File: config.mk
export PLATFORM = sky130hd
export DESIGN_NAME = imem_fetch_sequencer
export DESIGN_NICKNAME = d
export VERILOG_FILES = /design/src/rtl/imem_fetch_sequencer_pkg.sv /design/src/rtl/imem_fetch_sequencer_lat_counter.sv /design/src/rtl/imem_fetch_sequencer.sv
export SDC_FILE = /design/constraint.sdc
export NUM_CORES = 1
export LEC_CHECK = 0
export CAP_MARGIN = 0
export CORE_ASPECT_RATIO = 0.8
export CORE_MARGIN = 5
export CORE_UTILIZATION = 38
export DETAILED_ROUTE_END_ITERATION = 10
export PLACE_DENSITY = 0.79
export SLEW_MARGIN = 20
export SYNTH_ARGS = -nofsm -noshare
export SYNTH_HDL_FRONTEND = slang
export SYNTH_HIERARCHICAL = 1
export SYNTH_SLANG_ARGS = --single-unit
File: constraint.sdc
create_clock -name clk -period 1.59 [get_ports clk]
set_input_delay 0.318 -clock clk [delete_from_list [all_inputs] [get_ports clk]]
set_output_delay 0.318 -clock clk [all_outputs]
set_load 0.1 [all_outputs]
File: src/rtl/imem_fetch_sequencer_pkg.sv
// Shared definitions for the instruction fetch sequencer: state encoding,
// default widths, PC register index and latency counter width.
package imem_fetch_sequencer_pkg;

  localparam int         ADDR_W_DEF    = 16;
  localparam int         DATA_W_DEF    = 32;
  localparam logic [3:0] PC_REG_ID_DEF = 4'hF;
  localparam int         LAT_CNT_W     = 2;

  localparam logic [2:0] ENC_IDLE     = 3'd0;
  localparam logic [2:0] ENC_LOAD     = 3'd1;
  localparam logic [2:0] ENC_PC_RD    = 3'd2;
  localparam logic [2:0] ENC_PC_WAIT  = 3'd3;
  localparam logic [2:0] ENC_MEM_RD   = 3'd4;
  localparam logic [2:0] ENC_MEM_WAIT = 3'd5;
  localparam logic [2:0] ENC_PC_WB    = 3'd6;
  localparam logic [2:0] ENC_HOLD     = 3'd7;

  typedef enum logic [2:0] {
    ST_IDLE     = ENC_IDLE,
    ST_LOAD     = ENC_LOAD,
    ST_PC_RD    = ENC_PC_RD,
    ST_PC_WAIT  = ENC_PC_WAIT,
    ST_MEM_RD   = ENC_MEM_RD,
    ST_MEM_WAIT = ENC_MEM_WAIT,
    ST_PC_WB    = ENC_PC_WB,
    ST_HOLD     = ENC_HOLD
  } state_t;

endpackage

File: src/rtl/imem_fetch_sequencer_lat_counter.sv
// Loadable down-counter used to time register-file and memory read latency.
// o_done is high while the count sits at zero, i.e. on the last wait cycle.
module fetch_lat_counter
  import imem_fetch_sequencer_pkg::*;
(
  input  logic                 clk,
  input  logic                 reset,
  input  logic                 i_load,
  input  logic [LAT_CNT_W-1:0] i_load_val,
  output logic                 o_done
);

  logic [LAT_CNT_W-1:0] r_cnt;

  always_ff @(posedge clk or negedge reset) begin
    if (!reset) begin
      r_cnt <= '0;
    end else if (i_load) begin
      r_cnt <= i_load_val;
    end else if (r_cnt != '0) begin
      r_cnt <= r_cnt - 1'b1;
    end
  end

  assign o_done = (r_cnt == '0);

endmodule

File: src/rtl/imem_fetch_sequencer.sv
// Fetch sequencer: reads the PC register, fetches the instruction, writes
// PC+1 back and presents the instruction; also services loader writes.
module imem_fetch_sequencer
  import imem_fetch_sequencer_pkg::*;
#(
  parameter logic [3:0] PC_REG_ID = PC_REG_ID_DEF,
  parameter int         REG_LAT   = 1,
  parameter int         MEM_LAT   = 1,
  parameter int         ADDR_W    = ADDR_W_DEF,
  parameter int         DATA_W    = DATA_W_DEF
) (
  input  logic              clk,
  input  logic              reset,
  input  logic              cs,
  input  logic              load_req,
  input  logic [ADDR_W-1:0] load_addr,
  input  logic [DATA_W-1:0] load_data,
  output logic              load_ack,
  output logic [ADDR_W-1:0] mem_address,
  output logic              mem_rd,
  output logic              mem_wn,
  output logic [DATA_W-1:0] mem_write_data,
  input  logic [DATA_W-1:0] mem_read_data,
  output logic [3:0]        reg_id,
  output logic              reg_rd,
  output logic              reg_wn,
  output logic [ADDR_W-1:0] reg_write_data,
  input  logic [ADDR_W-1:0] reg_read_data,
  output logic [DATA_W-1:0] instr,
  output logic [ADDR_W-1:0] instr_pc,
  output logic              instr_valid,
  input  logic              instr_ready,
  output logic              busy
);

  state_t               r_state;
  state_t               w_next;
  logic [ADDR_W-1:0]    r_pc;
  logic [ADDR_W-1:0]    w_pc_next;
  logic                 w_cnt_load;
  logic [LAT_CNT_W-1:0] w_cnt_val;
  logic                 w_lat_done;

  fetch_lat_counter u_lat_counter (
    .clk        (clk),
    .reset      (reset),
    .i_load     (w_cnt_load),
    .i_load_val (w_cnt_val),
    .o_done     (w_lat_done)
  );

  // Output handshake: instr_valid is high for the whole HOLD state with
  // instr/instr_pc frozen; a transfer happens on a rising edge where
  // instr_valid && instr_ready, after which instr_valid drops.
  always_comb begin
    w_next     = r_state;
    w_cnt_load = 1'b0;
    w_cnt_val  = '0;
    case (r_state)
      ST_IDLE: begin
        if (load_req) begin
          w_next = ST_LOAD;
        end else if (cs) begin
          w_next = ST_PC_RD;
        end
      end
      ST_LOAD:  w_next = ST_IDLE;
      ST_PC_RD: begin
        w_next     = ST_PC_WAIT;
        w_cnt_load = 1'b1;
        w_cnt_val  = LAT_CNT_W'(REG_LAT - 1);
      end
      ST_PC_WAIT: begin
        if (w_lat_done) w_next = ST_MEM_RD;
      end
      ST_MEM_RD: begin
        w_next     = ST_MEM_WAIT;
        w_cnt_load = 1'b1;
        w_cnt_val  = LAT_CNT_W'(MEM_LAT - 1);
      end
      ST_MEM_WAIT: begin
        if (w_lat_done) w_next = ST_PC_WB;
      end
      ST_PC_WB: w_next = ST_HOLD;
      ST_HOLD: begin
        if (instr_ready) w_next = ST_IDLE;
      end
      default: w_next = ST_IDLE;
    endcase
  end

  // The PC is captured on the same edge that enters MEM_RD, so the read
  // address must come from the value being captured, not the old register.
  assign w_pc_next = (r_state == ST_PC_WAIT && w_lat_done) ? reg_read_data : r_pc;

  always_ff @(posedge clk or negedge reset) begin
    if (!reset) begin
      r_state        <= ST_IDLE;
      r_pc           <= '0;
      load_ack       <= 1'b0;
      mem_address    <= '0;
      mem_rd         <= 1'b0;
      mem_wn         <= 1'b0;
      mem_write_data <= '0;
      reg_id         <= '0;
      reg_rd         <= 1'b0;
      reg_wn         <= 1'b0;
      reg_write_data <= '0;
      instr          <= '0;
      instr_pc       <= '0;
      instr_valid    <= 1'b0;
    end else begin
      r_state        <= w_next;
      r_pc           <= w_pc_next;
      load_ack       <= (w_next == ST_LOAD);
      mem_wn         <= (w_next == ST_LOAD);
      mem_rd         <= (w_next == ST_MEM_RD);
      reg_rd         <= (w_next == ST_PC_RD);
      reg_wn         <= (w_next == ST_PC_WB);
      reg_id         <= (w_next == ST_PC_RD || w_next == ST_PC_WB) ? PC_REG_ID : 4'h0;
      mem_write_data <= (w_next == ST_LOAD) ? load_data : '0;
      reg_write_data <= (w_next == ST_PC_WB) ? r_pc + ADDR_W'(1) : '0;
      instr_valid    <= (w_next == ST_HOLD);
      case (w_next)
        ST_LOAD:   mem_address <= load_addr;
        ST_MEM_RD: mem_address <= w_pc_next;
        default:   mem_address <= '0;
      endcase
      if (r_state == ST_MEM_WAIT && w_lat_done) begin
        instr    <= mem_read_data;
        instr_pc <= r_pc;
      end
    end
  end

  assign busy = (r_state != ST_IDLE);

endmodule

==> flow_summary.ini <==
[status]
status = finished, violations left
failed_checks = negative setup slack

[floorplanning]
fp.dieW_um = 141
initial_utilization_pct = 38.8
num_io_pins = 224
fp.coreArea_um2 = 13600
row_count = 38
die_h_um = 115
dieArea_um2 = 16300

[logic_synthesis]
synth_cell_types = 40
synthFlopType = dfrtp_1
syn-instance-count = 474
synth-seq-cells = 139
yosys-top-cells-area = dfrtp_1 66%, nand2_1 11%, and2_1 4.0%
synth_top_area_cell = dfrtp_1
async_flop_share_pct = 100
synth_edf_count = 0
synthDominantCellAreaShare_pct = 66.2
ys_seq_area_share_pct = 66.2
avgSynthCellArea_um2 = 11.1
syn_area_um2 = 5250
synth_warnings = 6

[clocking]
root_buffer = clkbuf_16
htreeDepth = 4
max-clock-path-buffers = 2
clkSinkCount = 139
cts_tree = built
clkTransAtPathRegs_ns = 0.06
clk_latency_ns = 0.41
cts_inserted_buffers = 17

[sta]
rsz0062_at_grt = yes
fin_crit_sh_pct = 109
hold_slack_ns = 0.321
period_needed_ns = 1.73
hold_violations = 0
max_freq_mhz = 578
skew_ns = 0.0121
setup_viol = 17
fin_tns_setup_ns = -0.333
report.final.slew_viol_count = 0
finalWorstSetupSlack_ns = -0.142

[finish]
syn_to_final_growth_pct = 90.3
fin_nets = 827
fin_cells = 917
drive_above_1_share_pct = 29.4
fin_area_um2 = 10000
final_core_util_pct = 73.8
diodes = 0

[min_path]
hold_path.class = in -> async

[routing]
firstDrtPassIters = 4
ant_nets = 0
num_vias = 4418
drc = 0
wl_per_cell_um = 18.5
drt_wl_total_um = 17000
drt-initial-drc-count = 181
vias_per_cell = 4.82

[grt]
grt-ovfl-total = 0
grt_pass1_wl_um = 25700
grt_max_degree = 43
grt_pass1_vias = 4734
grt_use_total_pct = 20.7
antenna_found_initial = 0

[pwr]
ir_drop_mv = 2.14
p_per_area_nw_per_um2 = 2320
p_leak_nw = 4.67
finalPower_mw = 23.2

[worst_setup_path]
cpPeakStageDelay_ns = 0.42
setup.worst_path.end_class = output pin
cp_cell_sequence = or3_4 > buf_12
start_kind = flop
crit_arrival_ns = 1.41
path_max_fanout = 2
critPathKind = reg -> out
worst_path_max_delay_cell = or3_4
r2r-start = r_state[0]$_DFF_PN0_
critPathTopFamily = simple AND/OR/NAND/NOR gates
crit_required_ns = 1.27
startpoint = r_state[0]$_DFF_PN0_
path_buf_inv = 1

[run]
max-cap-violations = 0

[placed_design]
dp_slack_ns = -0.0389
gp_routability_congestion = 0.777
io_buffers = 223
hpwl_um = 12100
place_area_um2 = 9010
place_inst = 867
where the power goes:
part	leakage, nW	internal (mW)	switching [mW]
Combinational	2.59	4.91	8.33
Sequential	1.79	4.65	1.21
Clock	0.298	2.67	1.45
Total	4.67	12.2	11.0
flip-flops by register name, indices dropped and copies added (netlist names):
register and flops:
r_pc 16, instr_valid 1, reg_id 1, mem_rd 1, mem_wn 1, instr 32
mem_address 16, reg_rd 1, reg_write_data 16, reg_wn 1, r_state 3, mem_write_data 32
u_lat_counter/r_cnt 2, instr_pc 16
metal layers:
layer  vias up  share of wire (%)  global-route usage (%)
met3        33                8.0                    8.57
li1       2024                  -                       -
met5         -                  0                       0
met2       198                 52                    36.0
met4         0                2.3                    7.03
met1      2163                 38                    23.4
kinds of logic after synthesis:
logic type | count (synthesis) | synth area share (%)
compound gates | 32 | 4.43
xor+xnor | 9 | 1.50
fa+ha+maj | 2 | 0.476
buf+inv | 36 | 3.67
flops | 139 | 66.2
mux | 15 | 3.19
other cells | 1 | 0.0714
simple gates | 240 | 20.4
placed cells by master, fill, tap and decap left out, types with 5 or more instances in the layout:
master and count:
nand2_1 157, dfrtp_1 134, buf_12 131, clkdlybuf4s50_1 99
and2_1 33, clkbuf_16 20, nor2_1 19, buf_4 17
mux2_4 14, a22o_1 14, nand3_1 9, o21ai_0 9
inv_1 6, xnor2_1 5, dfrtp_2 5
synthesized netlist by cell type (3+ instances only):
master,n
nand2_1,158
xnor2_1,5
o21ai_0,11
and2_1,34
nor4_1,3
nand3_1,9
nor2_1,19
a22o_1,14
inv_1,9
dfrtp_1,139
mux2_2,14
buf_6,3
buf_2,11
buf_4,5
nor3_1,4
clkbuf_1,4
xor2_1,4
cell type report:
class,instances,area (um2)
Inverter,9,33.8
Sequential cell,139,3480
Timing Repair Buffer,257,3960
Clock buffer,22,454
Fill cell,889,3550
Clock inverter,10,168
Tap cell,180,225
Multi-Input combinational cell,300,1670
worst paths after layout:
| path | endpoint | slack [ns] | cells after the start |
|---|---|---|---|
| worst max-delay path | busy | -0.14 | 2 |
| worst min-delay path | instr_pc[4]$_DFFE_PN0P_ | 0.32 | 2 |
| worst max register to register | mem_write_data[7]$_DFF_PN0_ | -0.04 | 6 |
| worst min register to register | instr[26]$_DFFE_PN0P_ | 0.53 | 2 |
| max in group asynchronous | instr[12]$_DFFE_PN0P_ | 0.72 | 3 |
| min in group clk | instr[24]$_DFFE_PN0P_ | 0.44 | 3 |
timing repair:
action                     CTS  global route
hold buffers                 1             0
pin swaps                    3             1
cloned                       3             3
hold endpoints to repair    32             0
gates resized for setup      7            20
buffers inserted            10             2
setup endpoints to repair   22            73
Note: power is estimated with default switching activity, not from simulation.
